==> config.mk <==
export PLATFORM = sky130hd
export DESIGN_NAME = psum_collector_flat
export DESIGN_NICKNAME = d
export VERILOG_FILES = /design/src/rtl/psum_collector_if.sv /design/src/rtl/psum_collector.sv /design/src/flat_wrapper.sv
export SDC_FILE = /design/constraint.sdc
export NUM_CORES = 1
export LEC_CHECK = 0
export ABC_AREA = 1
export BUFFER_PORTS_ARGS = -buffer_cell sky130_fd_sc_hd__buf_2
export CAP_MARGIN = 30
export CORE_MARGIN = 1.5
export CORE_UTILIZATION = 57
export CTS_CLUSTER_SIZE = 8
export DETAILED_ROUTE_END_ITERATION = 7
export HOLD_SLACK_MARGIN = 0.15
export PLACE_DENSITY = 0.87
export SLEW_MARGIN = 20
export SYNTH_ARGS = -nofsm -noshare
export SYNTH_HDL_FRONTEND = slang
export SYNTH_SLANG_ARGS = --single-unit
export TNS_END_PERCENT = 50
==> constraint.sdc <==
create_clock -name clk -period 4.4 [get_ports clk]
set_input_delay 0.88 -clock clk [delete_from_list [all_inputs] [get_ports clk]]
set_output_delay 0.88 -clock clk [all_outputs]
set_load 0.01 [all_outputs]
==> src/rtl/psum_collector_if.sv <==
`default_nettype none
// ============================================================================
// Module   : psum_collector_if
// Purpose  : Bundles the tile control, partial-sum input stream and
//            activation output stream of psum_collector.
// Ports    : master - the environment side (drives start/cfg, in_psum,
//                     in_valid, out_ready)
//            slave  - the collector side (drives in_ready, out_act,
//                     out_valid, busy, done)
// Revision : 1.0 - initial release
// ============================================================================
interface psum_collector_if #(
   parameter int ACC_W = 21,
   parameter int ACT_W = 8
) ();
   logic                    start;
   logic [3:0]              cfg_passes;
   logic [4:0]              cfg_shift;
   logic signed [ACC_W-1:0] in_psum;
   logic                    in_valid;
   logic                    in_ready;
   logic [ACT_W-1:0]        out_act;
   logic                    out_valid;
   logic                    out_ready;
   logic                    busy;
   logic                    done;

   modport master (
      output start, cfg_passes, cfg_shift, in_psum, in_valid, out_ready,
      input  in_ready, out_act, out_valid, busy, done
   );

   modport slave (
      input  start, cfg_passes, cfg_shift, in_psum, in_valid, out_ready,
      output in_ready, out_act, out_valid, busy, done
   );
endinterface
`default_nettype wire

==> src/rtl/psum_collector.sv <==
`default_nettype none
// ============================================================================
// Module   : psum_collector
// Purpose  : Drain stage for a PE column. Accumulates signed partial sums
//            per output pixel across several input-channel passes, then
//            requantizes each final sum (round-half-up shift + clamp) to an
//            activation and queues it in a small output FIFO.
// Ports    : clk  - clock, all state on rising edge
//            rst  - synchronous active-high reset
//            bus  - psum_collector_if.slave: start/cfg_passes/cfg_shift,
//                   in_psum/in_valid/in_ready, out_act/out_valid/out_ready,
//                   busy, done
// Macro    : PSUM_RELU_EN - defined: ReLU clamp to [0, 2^ACT_W-1];
//                           undefined: signed clamp to ACT_W bits
// Revision : 1.0 - initial release
// ============================================================================
module psum_collector #(
   parameter int ACC_W      = 21,
   parameter int SUM_W      = 25,
   parameter int ACT_W      = 8,
   parameter int NUM_PIX    = 16,
   parameter int FIFO_DEPTH = 4
) (
   input  wire logic         clk,
   input  wire logic         rst,
   psum_collector_if.slave   bus
);
   localparam int PIX_W = $clog2(NUM_PIX);
   localparam int PTR_W = $clog2(FIFO_DEPTH);

   localparam logic [1:0] S_IDLE  = 2'd0;
   localparam logic [1:0] S_RUN   = 2'd1;
   localparam logic [1:0] S_DRAIN = 2'd2;

`ifdef PSUM_RELU_EN
   localparam logic signed [SUM_W:0] ACT_MAX = (SUM_W+1)'((1 << ACT_W) - 1);
   localparam logic signed [SUM_W:0] ACT_MIN = '0;
`else
   localparam logic signed [SUM_W:0] ACT_MAX = (SUM_W+1)'((1 << (ACT_W-1)) - 1);
   localparam logic signed [SUM_W:0] ACT_MIN = (SUM_W+1)'(-(1 << (ACT_W-1)));
`endif

   logic [1:0]              state;
   logic [3:0]              passes_q;
   logic [4:0]              shift_q;
   logic [PIX_W-1:0]        pix_cnt;
   logic [3:0]              pass_cnt;

   logic signed [SUM_W-1:0] acc_buf [NUM_PIX];
   logic signed [SUM_W-1:0] x;
   logic signed [SUM_W-1:0] sum_next;
   logic signed [SUM_W-1:0] post_sum;
   logic                    post_valid;

   logic [ACT_W-1:0]        fifo_mem [FIFO_DEPTH];
   logic [PTR_W-1:0]        wr_ptr;
   logic [PTR_W-1:0]        rd_ptr;
   logic [PTR_W:0]          fifo_count;
   logic [PTR_W:0]          occupancy;

   logic                    final_pass;
   logic                    last_pix;
   logic                    accept;
   logic                    all_empty;
   logic                    push;
   logic                    pop;

   logic signed [SUM_W:0]   ext_sum;
   logic signed [SUM_W:0]   round_add;
   logic signed [SUM_W:0]   shifted;
   logic [ACT_W-1:0]        act;

   assign x          = {{(SUM_W-ACC_W){bus.in_psum[ACC_W-1]}}, bus.in_psum};
   assign final_pass = (pass_cnt == passes_q);
   assign last_pix   = (pix_cnt == PIX_W'(NUM_PIX - 1));
   assign sum_next   = (pass_cnt == 4'd0) ? x : acc_buf[pix_cnt] + x;

   // During the final pass every accepted sample becomes a FIFO entry, so the
   // sample in the post-process register must already hold a slot. A pop in
   // the same cycle is deliberately not counted to keep this path short.
   assign occupancy  = fifo_count + {{PTR_W{1'b0}}, post_valid};
   assign bus.in_ready = (state == S_RUN) &&
                         (!final_pass || (occupancy < (PTR_W+1)'(FIFO_DEPTH)));
   assign accept     = bus.in_valid && bus.in_ready;
   assign all_empty  = !post_valid && (fifo_count == '0);

   // ---------------------------------------------------------------- control
   always_ff @(posedge clk) begin
      if (rst) begin
         state    <= S_IDLE;
         passes_q <= '0;
         shift_q  <= '0;
         pix_cnt  <= '0;
         pass_cnt <= '0;
      end else begin
         case (state)
            S_IDLE: begin
               if (bus.start) begin
                  passes_q <= bus.cfg_passes;
                  shift_q  <= bus.cfg_shift;
                  pix_cnt  <= '0;
                  pass_cnt <= '0;
                  state    <= S_RUN;
               end
            end
            S_RUN: begin
               if (accept) begin
                  if (last_pix) begin
                     pix_cnt  <= '0;
                     pass_cnt <= pass_cnt + 4'd1;
                     if (final_pass) state <= S_DRAIN;
                  end else begin
                     pix_cnt <= pix_cnt + PIX_W'(1);
                  end
               end
            end
            S_DRAIN: begin
               if (all_empty) state <= S_IDLE;
            end
            default: state <= S_IDLE;
         endcase
      end
   end

   // Pass 0 overwrites whatever a previous (possibly aborted) tile left here,
   // so the buffer needs no reset. The final pass bypasses the buffer.
   always_ff @(posedge clk) begin
      if (!rst && accept && !final_pass) acc_buf[pix_cnt] <= sum_next;
   end

   always_ff @(posedge clk) begin
      if (rst) begin
         post_valid <= 1'b0;
         post_sum   <= '0;
      end else begin
         post_valid <= accept && final_pass;
         if (accept && final_pass) post_sum <= sum_next;
      end
   end

   // -------------------------------------------------------------- requantize
   // One extra bit of headroom so adding the rounding constant never wraps.
   assign ext_sum   = {post_sum[SUM_W-1], post_sum};
   assign round_add = (shift_q == 5'd0) ? '0 : ((SUM_W+1)'(1) <<< (shift_q - 5'd1));
   assign shifted   = (ext_sum + round_add) >>> shift_q;

   always_comb begin
      act = shifted[ACT_W-1:0];
      if (shifted < ACT_MIN)      act = ACT_MIN[ACT_W-1:0];
      else if (shifted > ACT_MAX) act = ACT_MAX[ACT_W-1:0];
   end

   // -------------------------------------------------------------------- FIFO
   assign push = post_valid;
   assign pop  = (fifo_count != '0) && bus.out_ready;

   always_ff @(posedge clk) begin
      if (push) fifo_mem[wr_ptr] <= act;
   end

   always_ff @(posedge clk) begin
      if (rst) begin
         wr_ptr     <= '0;
         rd_ptr     <= '0;
         fifo_count <= '0;
      end else begin
         if (push) wr_ptr <= wr_ptr + PTR_W'(1);
         if (pop)  rd_ptr <= rd_ptr + PTR_W'(1);
         case ({push, pop})
            2'b10:   fifo_count <= fifo_count + (PTR_W+1)'(1);
            2'b01:   fifo_count <= fifo_count - (PTR_W+1)'(1);
            default: fifo_count <= fifo_count;
         endcase
      end
   end

   // The head is masked while empty so out_act reads zero out of reset.
   assign bus.out_valid = (fifo_count != '0);
   assign bus.out_act   = bus.out_valid ? fifo_mem[rd_ptr] : '0;
   assign bus.busy      = (state != S_IDLE);
   assign bus.done      = (state == S_DRAIN) && all_empty;
endmodule
`default_nettype wire

==> src/flat_wrapper.sv <==
// flat-port wrapper written by rule: the top's interface ports become plain ports
module psum_collector_flat 
#(
   parameter int ACC_W      = 21,
   parameter int SUM_W      = 25,
   parameter int ACT_W      = 8,
   parameter int NUM_PIX    = 16,
   parameter int FIFO_DEPTH = 4
)
  (clk, rst, bus_start, bus_cfg_passes, bus_cfg_shift, bus_in_psum, bus_in_valid, bus_out_ready, bus_in_ready, bus_out_act, bus_out_valid, bus_busy, bus_done);
  psum_collector_if #(.ACC_W(ACC_W), .ACT_W(ACT_W)) bus_i ();
  input  wire logic clk;
  input  wire logic rst;
  input wire logic [$bits(bus_i.start)-1:0] bus_start;
  input wire logic [$bits(bus_i.cfg_passes)-1:0] bus_cfg_passes;
  input wire logic [$bits(bus_i.cfg_shift)-1:0] bus_cfg_shift;
  input wire logic [$bits(bus_i.in_psum)-1:0] bus_in_psum;
  input wire logic [$bits(bus_i.in_valid)-1:0] bus_in_valid;
  input wire logic [$bits(bus_i.out_ready)-1:0] bus_out_ready;
  output wire logic [$bits(bus_i.in_ready)-1:0] bus_in_ready;
  output wire logic [$bits(bus_i.out_act)-1:0] bus_out_act;
  output wire logic [$bits(bus_i.out_valid)-1:0] bus_out_valid;
  output wire logic [$bits(bus_i.busy)-1:0] bus_busy;
  output wire logic [$bits(bus_i.done)-1:0] bus_done;
  assign bus_i.start = bus_start;
  assign bus_i.cfg_passes = bus_cfg_passes;
  assign bus_i.cfg_shift = bus_cfg_shift;
  assign bus_i.in_psum = bus_in_psum;
  assign bus_i.in_valid = bus_in_valid;
  assign bus_i.out_ready = bus_out_ready;
  assign bus_in_ready = bus_i.in_ready;
  assign bus_out_act = bus_i.out_act;
  assign bus_out_valid = bus_i.out_valid;
  assign bus_busy = bus_i.busy;
  assign bus_done = bus_i.done;
  psum_collector #(.ACC_W(ACC_W), .SUM_W(SUM_W), .ACT_W(ACT_W), .NUM_PIX(NUM_PIX), .FIFO_DEPTH(FIFO_DEPTH)) u_core (.clk(clk), .rst(rst), .bus(bus_i));
endmodule
==> results.cfg <==
[power_and_ir_drop]
total_leakage_power_nw = 11.17
comb_power_share_pct = 33.7
seq_power_share_pct = 34.0
netSwitchingPower_mw = 5.697
p_sw_share_pct = 35.73
power_density_nw_per_um2 = 561.4
intPower_mw = 10.25
worst_ir_drop_vdd_uv = 617.6
p_clk_share_pct = 32.4

[clock_network]
clock_tree.root_cell = sky130_fd_sc_hd__clkbuf_16
cts_hold_buf = 0
cts_tree = built
clock_path_buffers = 3
cts-buffers-inserted = 71
clock_transition_at_the_register_clock_pins_on_the_worst_setup_and_hold_paths_after_cts_ns = 0.05
cts_max_level = 3
clock_sink_count = 490
clkLatencyLatePin_ns = 0.62

[floorplanning]
floorplan.core_area_um2 = 42230
fp.dieArea_um2 = 44310
cell_rows = 75
boundaryPins = 47
initial_core_util_pct = 58.12
die_h_um = 210.5
die_w_um = 210.5

[route]
detail_route.first_pass.iterations = 7
drt-wirelength-per-cell_um = 22.69
route.detailed.drc = 0
drt-total-wl_mm = 72.67
initialDrtViolationCount = 3234
vias = 20110
drt-vias-per-instance = 6.280
drtAntennaViolNets = 0

[yosys]
post_synth_inst_count = 2525
ys_types = 40
yosys_register_bits = 490
largest_area_contributor_in_the_netlist = sky130_fd_sc_hd__edfxtp_1
syn_avg_cell_area_um2 = 9.721
synthesis.yosys.warnings = 0
netlist_area_um2 = 24540
synthesized_nets = 2623
yosysTopAreaCellShare_pct = 52.85
yosys-top-cells-area = sky130_fd_sc_hd__edfxtp_1, sky130_fd_sc_hd__nand2_1, sky130_fd_sc_hd__dfxtp_1
synth_sequential_area_ratio_pct = 57.58

[worst_hold_path]
holdCritStartpoint = u_core.rd_ptr[1]
cell_count_of_the_worst_hold_path = 2
worst_hold_path_type = reg -> reg
hold_path_end = u_core.rd_ptr[1]

[final_layout]
synthToLayoutAreaGrowth_pct = 15.70
multi_input_area_um2 = 9304
most_frequent_standard_cell_in_the_layout_excluding_fill_and_tap_cells = sky130_fd_sc_hd__nand2_1
final_net_count = 2712
most-common-layout-cells = sky130_fd_sc_hd__nand2_1, sky130_fd_sc_hd__edfxtp_1, sky130_fd_sc_hd__inv_1, sky130_fd_sc_hd__o21ai_0, sky130_fd_sc_hd__nand3_1
finish.utilization_pct = 67.25
drive_above_1_share_pct = 12.43
layout.filler_cells = 2923
layout.cells.non_filler = 3202
layout.area.seq_um2 = 14140

[setup_path]
timing.critical_path.from_type = flop
ff2ff_setup_slack_ns = 0.05
crit_family = buffers and inverters
worst_setup_path_end_kind = flop
worstPathBufferInverterCount = 6
critical_path_peak_fanout = 16
critical_path.max_stage_delay_ns = 0.43
regToRegEndpoint = u_core.acc_buf[6][10]
timing.critical_path.required_ns = 4.85
type_of_the_setup_path_with_the_least_slack = reg -> reg
cp.arrival_ns = 4.79
critical_path.cell_chain = inv_1 > buf_4 > o211ai_1 > nand3_1 > nand2_1 > ha_1 > inv_1 > fa_1 > inv_1 > nand2_1 > o21ai_1 > inv_1 > o21ai_0 > nand3_1 > nand2_1 > nand2_1 > a21o_1 > a31oi_1 > buf_4
ff2ff_path_depth = 19
critPathSlowestCell = sky130_fd_sc_hd__fa_1

[timing]
worst_pin_slew_ns = 0.9165
rsz_0062_raised_after_global_routing = true
report.final.slew_viol_count = 0
timing.fmax_mhz = 230.1
slew_headroom_pct = 38.83
post-route-min-period_ns = 4.346
finalCritPeriodShare_pct = 98.77
timing.final.hold_violations = 0
timing.final.setup_violations = 0
clock_skew_ns = 0.03542

[status]
status = finished, final reports clean

[placed_design]
placement.io_buffers = 46
place_hpwl_mm = 43.67
placed_cells_incl_taps = 3068
routabilityCongestion = 1.003

[grt]
vias_in_the_first_global_route = 19710
grt_antenna_before_repair = 1
grt_pass1_wl_mm = 110.5
maximum_number_of_pins_on_one_net_before_global_route_repair = 93
groute.usage.overall_pct = 32.78
grt-ovfl-total = 0

[run]
maxCapViolations = 0
state kept, by name, indices dropped and copies added (netlist names), 3 cells and up, named ones only:
name	cells
u_core.pix_cnt	4
u_core.post_sum	25
u_core.passes_q	4
u_core.acc_buf	400
u_core.pass_cnt	4
u_core.fifo_count	3
u_core.fifo_mem	32
u_core.shift_q	5
power by group through the flow:
stage / Clock, mW / Sequential [mW] / Combinational [mW]
2_1_floorplan: 0 / 5.40 / 3.55
3_3_place_gp: 0 / 5.49 / 4.72
3_5_place_dp: 0 / 5.50 / 4.89
4_1_cts: 5.16 / 5.42 / 5.03
5_1_grt: 5.37 / 5.43 / 5.86
6_report: 5.16 / 5.42 / 5.37
cells in the mapped netlist (all sizes together):
| cell | number |
|---|---|
| a31oi | 12 |
| nand3 | 197 |
| ha | 60 |
| fa | 3 |
| dfxtp | 58 |
| o221ai | 2 |
| nand4 | 16 |
| clkinv | 4 |
| nor3 | 11 |
| edfxtp | 432 |
| o22ai | 2 |
| nand3b | 7 |
| o21ai | 217 |
| o211ai | 108 |
| nor2 | 162 |
| a21oi | 188 |
| clkbuf | 88 |
| a21o | 3 |
| a221o | 1 |
| xnor2 | 5 |
| inv | 297 |
| a211oi | 2 |
| o21a | 5 |
| xor2 | 14 |
| buf | 24 |
| or2 | 13 |
| nor4 | 6 |
| o21bai | 11 |
| nand2 | 475 |
| mux2i | 101 |
| o31ai | 1 |
per-layer routing:
metal	GRT usage (%)	part of all wire (%)	routed length (um)	vias up
met5	0	0	0	-
met4	15.69	4.6	3330	0
met3	7.077	12	8501	273
met2	51.61	46	33530	1465
met1	43.57	38	27310	9387
li1	-	-	-	8982
repair_timing:
action / 4_1_cts / 5_1_grt
pin swaps: 0 / 14
cloned: 0 / 2
endpoints found under the setup margin: 34 / 215
hold endpoints to repair: 0 / 0
resized for setup: 4 / 99
setup buffers: 0 / 9
tightest hold or removal path: cells and delay by family, from the launching register on:
| kind | cells | cell delay [ns] |
|---|---|---|
| AOI/OAI and AO/OA | 1 | 0.06 |
| buffers and inverters | 1 | 0.05 |
| DFF | 1 | 0.29 |
through the flow:
step	setup WS (ns)	hold WS (ns)	TNS, ns	instance area, um2	power, mW
3_3_place_gp	0.08189	0.4559	0	25830	10.22
5_1_grt	-0.06899	0.4838	-1.239	28400	16.66
4_1_cts	0.06857	0.4698	0	27960	15.60
3_5_place_dp	-0.06608	0.4602	-0.7153	25830	10.39
2_1_floorplan	0.1824	0.4363	0	24540	8.946
6_report	0.05401	0.4646	0	28400	15.94
worst max-delay path by stage:
| stage | slack, ns | end | startpoint | depth (start not counted) |
|---|---|---|---|---|
| after floorplan | 0.18 | u_core.acc_buf[0][10] | flop | 20 |
| after global placement | 0.08 | u_core.post_sum[23] | flop | 17 |
| after detailed placement | -0.07 | u_core.post_sum[23] | flop | 20 |
| after CTS | 0.07 | u_core.post_sum[18] | flop | 22 |
| after global routing | -0.07 | u_core.acc_buf[11][10] | flop | 19 |
| final | 0.05 | u_core.acc_buf[6][10] | flop | 19 |
area by class of cell:
type / count / area share, %
Antenna cell: 1 / 0.008812
Clock buffer: 117 / 7.164
Clock inverter: 4 / 0.2688
Inverter: 301 / 4.014
Multi-Input combinational cell: 1624 / 32.76
Sequential cell: 490 / 49.80
Tap cell: 539 / 2.375
Timing Repair Buffer: 126 / 3.604
kinds of logic after synthesis:
| family | count (synthesis) | share of synthesized area (%) |
|---|---|---|
| flops | 490 | 57.58 |
| xor+xnor | 19 | 0.7086 |
| mux | 101 | 4.119 |
| simple gates | 887 | 15.24 |
| buf+inv | 413 | 6.326 |
| compound gates | 552 | 12.72 |
| fa+ha+maj | 63 | 3.303 |
Power figures use the tool's default switching activity.
